`config.mk`:
```
export PLATFORM = sky130hd
export DESIGN_NAME = ps2_host_tx
export DESIGN_NICKNAME = d
export VERILOG_FILES = /design/src/rtl/ps2_host_tx.sv
export SDC_FILE = /design/constraint.sdc
export NUM_CORES = 1
export LEC_CHECK = 0
export ABC_CLOCK_PERIOD_IN_PS = 3220
export CORE_MARGIN = 5
export CORE_UTILIZATION = 37
export CTS_CLUSTER_SIZE = 14
export DETAILED_ROUTE_END_ITERATION = 10
export PLACE_DENSITY = 0.63
export SLEW_MARGIN = 0
export SYNTH_ARGS = -nofsm -noshare
export SYNTH_HDL_FRONTEND = slang
export SYNTH_SLANG_ARGS = --single-unit
```
`constraint.sdc`:
```
create_clock -name clk -period 3.22 [get_ports clk]
set_input_delay 0.322 -clock clk [delete_from_list [all_inputs] [get_ports clk]]
set_output_delay 0.322 -clock clk [all_outputs]
set_load 0.1 [all_outputs]
```
`src/rtl/ps2_host_tx.sv`:
```
// ps2_host_tx: PS/2 host-to-device command byte transmitter.
// Define PS2_TX_TIMEOUT_EN to add a device-clock watchdog.
module ps2_host_tx #(
   parameter int unsigned INHIBIT_CYC = 5000,
   parameter int unsigned FILTER_LEN  = 8,
   parameter int unsigned TIMEOUT_CYC = 750000
) (
   input  logic       clk,
   input  logic       reset,
   input  logic       wr_en,
   input  logic [7:0] din,
   input  logic       ps2c_in,
   input  logic       ps2d_in,
   output logic       ps2c_oe,
   output logic       ps2d_oe,
   output logic       busy,
   output logic       tx_done_tick,
   output logic       tx_err_tick
);

   // One counter serves the inhibit delay and the watchdog.
   localparam int unsigned CMAX =
      (INHIBIT_CYC > TIMEOUT_CYC) ? INHIBIT_CYC : TIMEOUT_CYC;
   localparam int CW = $clog2(CMAX + 1);
   localparam logic [CW-1:0] INH_LAST = CW'(INHIBIT_CYC - 1);
`ifdef PS2_TX_TIMEOUT_EN
   localparam logic [CW-1:0] TO_LAST = CW'(TIMEOUT_CYC - 1);
`endif

   typedef enum logic [2:0] {
      IDLE,
      RTS,
      START,
      DATA,
      STOP,
      ACK,
      WAITREL
   } state_t;

   logic                  c_s1_q;
   logic                  c_s2_q;
   logic                  d_s1_q;
   logic                  d_s2_q;
   logic [FILTER_LEN-1:0] filt_q;
   logic                  c_f_q;
   logic                  c_f_d;
   logic                  fall_q;

   state_t                state_q;
   logic [8:0]            sh_q;
   logic [3:0]            bit_q;
   logic [CW-1:0]         cnt_q;

   always_comb begin
      c_f_d = c_f_q;
      if (&filt_q) begin
         c_f_d = 1'b1;
      end else if (~|filt_q) begin
         c_f_d = 1'b0;
      end
   end

   always_ff @(posedge clk) begin
      if (reset) begin
         c_s1_q <= 1'b1;
         c_s2_q <= 1'b1;
         d_s1_q <= 1'b1;
         d_s2_q <= 1'b1;
         filt_q <= '1;
         c_f_q  <= 1'b1;
         fall_q <= 1'b0;
      end else begin
         c_s1_q <= ps2c_in;
         c_s2_q <= c_s1_q;
         d_s1_q <= ps2d_in;
         d_s2_q <= d_s1_q;
         filt_q <= {filt_q[FILTER_LEN-2:0], c_s2_q};
         c_f_q  <= c_f_d;
         fall_q <= c_f_q & ~c_f_d;
      end
   end

   always_ff @(posedge clk) begin
      if (reset) begin
         state_q      <= IDLE;
         sh_q         <= '0;
         bit_q        <= '0;
         cnt_q        <= '0;
         ps2c_oe      <= 1'b0;
         ps2d_oe      <= 1'b0;
         busy         <= 1'b0;
         tx_done_tick <= 1'b0;
         tx_err_tick  <= 1'b0;
      end else begin
         tx_done_tick <= 1'b0;
         tx_err_tick  <= 1'b0;
         unique case (state_q)
            IDLE: begin
               if (wr_en) begin
                  sh_q    <= {~^din, din};
                  cnt_q   <= '0;
                  ps2c_oe <= 1'b1;
                  busy    <= 1'b1;
                  state_q <= RTS;
               end
            end
            RTS: begin
               if (cnt_q == INH_LAST) begin
                  cnt_q   <= '0;
                  ps2c_oe <= 1'b0;
                  ps2d_oe <= 1'b1;
                  state_q <= START;
               end else begin
                  cnt_q <= cnt_q + 1'b1;
               end
            end
            START: begin
               if (fall_q) begin
                  bit_q   <= 4'd8;
                  ps2d_oe <= ~sh_q[0];
                  state_q <= DATA;
               end
            end
            DATA: begin
               if (fall_q) begin
                  if (bit_q == 4'd0) begin
                     ps2d_oe <= 1'b0;
                     state_q <= STOP;
                  end else begin
                     // Present the bit that becomes shift[0] after this shift.
                     sh_q    <= {1'b0, sh_q[8:1]};
                     ps2d_oe <= ~sh_q[1];
                     bit_q   <= bit_q - 4'd1;
                  end
               end
            end
            STOP: begin
               if (fall_q) begin
                  state_q <= ACK;
               end
            end
            ACK: begin
               if (fall_q) begin
                  if (d_s2_q) begin
                     tx_err_tick <= 1'b1;
                     busy        <= 1'b0;
                     state_q     <= IDLE;
                  end else begin
                     state_q <= WAITREL;
                  end
               end
            end
            WAITREL: begin
               if (c_f_q && d_s2_q) begin
                  tx_done_tick <= 1'b1;
                  busy         <= 1'b0;
                  state_q      <= IDLE;
               end
            end
            default: begin
               state_q <= IDLE;
            end
         endcase
`ifdef PS2_TX_TIMEOUT_EN
         // Watchdog overrides any completion in the same cycle.
         if (state_q inside {START, DATA, STOP, ACK, WAITREL}) begin
            if (fall_q) begin
               cnt_q <= '0;
            end else if (cnt_q == TO_LAST) begin
               cnt_q        <= '0;
               ps2c_oe      <= 1'b0;
               ps2d_oe      <= 1'b0;
               busy         <= 1'b0;
               tx_done_tick <= 1'b0;
               tx_err_tick  <= 1'b1;
               state_q      <= IDLE;
            end else begin
               cnt_q <= cnt_q + 1'b1;
            end
         end
`endif
      end
   end

endmodule
```
After elaboration in Yosys (flattened, before gate mapping)
Cells that the tools add are included.
- add/subtract/negate cells: 2
- eq/ne operators: 17
- muxes and demuxes: 37
- bitwise operators: 7
- reduce and logical (&&, ||, !) cells: 20
- operator list (cell ; number):
    20-bit two-way mux ; 2
    20-bit case mux with 2 select lines ; 1
    3-bit two-way mux ; 9
    9-bit two-way mux ; 3
    3-bit case mux with 7 select lines ; 1
    20-bit by 1-bit adder with 20-bit output, second input constant ; 1
    20-bit by 13-bit equality test with 1-bit output, second input constant ; 1
    2-bit != test, second input constant ; 10
    9-bit case mux with 2 select lines ; 1
    8-bit AND reduction ; 2
    1-bit two-way mux ; 13
    4-bit two-way mux ; 3
    4-bit AND reduction ; 3
    3-bit equality test, second input constant ; 3
    4-bit case mux with 2 select lines ; 1
    8-bit OR reduction ; 1
    8-bit XNOR reduction ; 1
    3-bit by 2-bit equality test with 1-bit output, second input constant ; 2
    1-bit NOT ; 6
    1-bit case mux with 3 select lines ; 2
    2-bit nonzero test ; 3
    3-bit nonzero test ; 2
    5-bit AND reduction ; 1
    4-bit zero test ; 1
    10 further kinds ; 10
- register bits: 55
- input port bits: 13
- output and inout bits: 5
- word-level logic and storage cells: 99

Longest topological paths before layout
- depth in word-level cells: 5
- depth in mapped cells: 8
- depth with buffers taken out: 7

Worst setup path after synthesis
No wires, ideal clock.
- path type: reg-to-reg
- from: register cnt_q[3]
- to: register cnt_q[8]
- setup time: 0.120 ns
- arrival time: 1.636 ns
- required time: 3.100 ns
- path slack: 1.464 ns
- stages on the path, launching flop included: 6
- buffers on the path: 0
- clock period less this slack: 1.756 ns
- path through: dfxtp_1 or4b_4 nor4_4 a211oi_4 nor3b_1 a211o_1
- longest elaborated chain between the ends: 3
- elaborated cells between the ends (all ways): 4
- those cells by class: 1 x add/sub; 1 x eq/ne; 2 x mux
- RTL lines (item ; RTL line ; RTL):
    from (decl) ; 52 ; logic [CW-1:0] cnt_q;
    from (signal assigned) ; 114 ; cnt_q <= cnt_q + 1'b1;
    20-bit by 1-bit adder with 20-bit output or 20-bit by 13-bit equality test with 1-bit output (tied branches) ; 114, 108 ;
    20-bit two-way mux (*) ; 108 ; if (cnt_q == INH_LAST) begin
    20-bit case mux with 2 select lines (*) ; 97 ; unique case (state_q)
Every way passes the cells marked *; elsewhere a longest branch is shown, timed or not.
A chain may end at the register's enable or synchronous reset.

Worst setup path in the final report
- from: register state_q[2]
- to: register sh_q[1]
- longest elaborated chain between the ends: 3
- elaborated cells between the ends (all ways): 8
- those cells by class: 4 x eq/ne; 1 x mux; 3 x reduce/logical
- RTL lines (item ; RTL line ; RTL):
    from (decl) ; 49 ; state_t state_q;
    from (signal assigned) ; 85 ; state_q <= IDLE;
    from (signal assigned) ; 104 ; state_q <= RTS;
    from (signal assigned) ; 112 ; state_q <= START;
    3-bit by 2-bit equality test with 1-bit output or 3-bit zero test (tied branches) ; 97 ;
    2-bit != test (no source line) or 2-bit nonzero test (tied branches) ; n/a ;
    4-bit AND reduction (no source line) ; n/a ;
    to (signal assigned) ; 100 ; sh_q <= {~^din, din};
    to (signal assigned) ; 131 ; sh_q <= {1'b0, sh_q[8:1]};
    to (decl) ; 50 ; logic [8:0] sh_q;
Several ways; a longest one is shown, not always the timed one.

==> out/metrics.cfg <==
[run_status]
outcome=completed

[pwr]
comb_power_share=0.344
p_switching_uw=748
p_per_area_nw_per_um2=670
switching_share=0.379
ir_drop_mv=0.516
internal_power_mw=1.23
p_seq_frac=0.427
clkPwrFrac=0.229
p_leak_nw=1.05

[worst_setup_path]
crit_slowest_cell=o21ai_1
rr_endpoint=sh_q[1]
cp_data_required_time_ns=3.42
r2r_slack_ns=0.93
worstSetupEndpointType=flop
critPathKind=flop to flop
crit_fanout=17
cpMostUsedCell=nor2_1
start_kind=flop
worst_path_largest_cell_delay_ns=0.88
worstPathCellList=nor2_1 -> nand2_1 -> o21ai_1 -> nor2_1 -> a311oi_1
critPathArrivalTime_ns=2.49
r2r_cells=5
reg2reg_from=state_q[2]

[layout]
final_cell_mix=dfxtp_1, nand2_1, nor2_1
mostFrequentLayoutCell=dfxtp_1
layout-drive-gt1-share=0.111
synthToLayoutAreaGrowth_pct=14.0
fin_area_um2=2950
antenna_cells=0
nets=332

[hold_path]
whs_path_depth=1
worstHoldStart=c_s2_q
hold_class=flop to flop
min_to=filt_q[0]

[synthesis]
synth_edf_count=0
ys_types=56
ys_seq_area_frac=0.426
synth_top_area_frac=0.426
synth_area_um2=2590
yosysWarnings=0
synthesis.nets=316
ys.flop_type=dfxtp_1
synth-seq-cells=55
async_flop_share=0
synthCells=300
synth_largest_area_cell=dfxtp_1
ys_top_cells_by_area=dfxtp_1, nand2_1, nor2_1, or2_2, nand3_1
syn_area_per_cell_um2=8.62

[clock_tree]
root_buffer=clkbuf_8
clk_latency_ns=0.31
cts_buffer_depth=2
postCtsSetupRepairBufs=0
cts.htree.levels=2
cts_tree=yes
cts_inserted_buffers=5
clock_sinks=55
clkTransAtPathRegs_ns=0.10
cts_hold_buf=0
cts-resized-gates=0

[route]
ant_nets=0
vias=2148
vias_per_cell=5.21
routedWlPerCell_um=13.2
drc=0
drt-pass1-iter-count=4
drtIter0Drc=97
drt_wl_total_mm=5.45

[die]
die_h_um=93.6
core_area_um2=6790
initial_core_util=0.381
fp-row-count=30
dieArea_um2=8760
io_pins=18
fp.dieW_um=93.6

[timing]
rsz0062_at_grt=no
setup_violations=0
tns_ns=0
max_freq_mhz=437
min_period_over_period=0.710
max_slew.worst_pin.slew_ns=1.04
worst_hold_slack_ns=0.417
slew_viol_final=0
slew_headroom=0.299
clock_skew_ns=0.0114
period_needed_ns=2.29
hold_viol_final=0

[flow_run]
drv_cap=0

[placement]
place_area_um2=2840
globalplace.congestion=0.785
dp_hpwl_mm=3.77
port_buffers=17

[global_route]
grt_first_pass_wirelength_mm=9.31
grt_pass1_vias=2027
grt_overflow_total=0
antenna_found_initial=0
grt_usage=0.130
grt_max_degree=22

power by group through the flow:
stage	logic (mW)	clock network, mW	registers [mW]
3_3_place_gp	0.670	0	0.857
3_5_place_dp	0.679	0	0.857
6_report	0.680	0.452	0.843
5_1_grt	0.744	0.496	0.856
4_1_cts	0.681	0.467	0.844
2_1_floorplan	0.449	0	0.942
cell type report:
class                      count  area [µm²]
inverter                       8        30.0
timing repair buffer          21         200
tap                           96         120
multi-input combinational    225        1390
clock buffer                   5        68.8
fill                         699        3840
clock inverter                 2        37.5
sequential                    55        1100
sequential cells by signal (all words and copies together) (netlist names):
register / flops
bit_q: 4
busy: 1
c_f_q: 1
c_s1_q: 1
c_s2_q: 1
cnt_q: 20
d_s1_q: 1
d_s2_q: 1
fall_q: 1
filt_q: 8
ps2c_oe: 1
ps2d_oe: 1
sh_q: 9
state_q: 3
tx_done_tick: 1
tx_err_tick: 1
metrics by stage:
step | worst slack (ns) | power, mW | std cells | utilization
floorplan | 1.46 | 1.39 | 300 | -
global placement | 0.837 | 1.53 | 405 | 0.418
detailed placement | 0.758 | 1.54 | 405 | 0.418
CTS | 0.920 | 1.99 | 412 | 0.434
global route | 0.630 | 2.10 | 412 | 0.434
finish | 0.934 | 1.97 | 412 | 0.434
kinds of logic (layout without fill, tap and decap cells):
| family | after synthesis | after routing | share of synthesized area |
|---|---|---|---|
| flops | 55 | 55 | 0.426 |
| mux | 3 | 3 | 0.0116 |
| buf+inv | 20 | 36 | 0.0363 |
| fa+ha+maj | 3 | 3 | 0.0145 |
| simple gates | 136 | 136 | 0.275 |
| compound gates | 67 | 67 | 0.183 |
| xor+xnor | 16 | 16 | 0.0542 |
worst max-delay path: cells and delay by family, from the launching register on:
| kind | cells | cell delay (ns) |
|---|---|---|
| DFF | 1 | 0.45 |
| and+or+nand+nor | 3 | 0.55 |
| AOI/OAI and AO/OA | 2 | 1.19 |
cells in the mapped netlist (7+ instances only):
master    number
xnor2_1        9
or2_2         14
a31oi_1        9
xor2_1         7
nor2_1        26
nand2_1       40
inv_1          7
dfxtp_1       55
a311oi_1       7
nand3_1       17
o21ai_0       10
a21oi_1       15
how the worst max path moves through the flow:
stage | end | cells past startpoint | startpoint
2_1_floorplan | cnt_q[8] | 5 | cnt_q[3]
3_3_place_gp | sh_q[5] | 6 | wr_en
3_5_place_dp | sh_q[5] | 6 | wr_en
4_1_cts | sh_q[1] | 5 | state_q[2]
5_1_grt | sh_q[2] | 5 | state_q[2]
6_report | sh_q[1] | 5 | state_q[2]
metal layers:
| metal | routed length (µm) | vias to the layer above | track usage | share of wire |
|---|---|---|---|---|
| li1 | - | 1103 | - | - |
| met3 | 201 | 5 | 0.0298 | 0.037 |
| met4 | 47 | 0 | 0.0337 | 0.0086 |
| met2 | 2520 | 29 | 0.218 | 0.46 |
| met1 | 2680 | 1011 | 0.169 | 0.49 |
| met5 | 0 | - | 0 | 0 |
No activity file was read; power rests on OpenSTA's default activity.
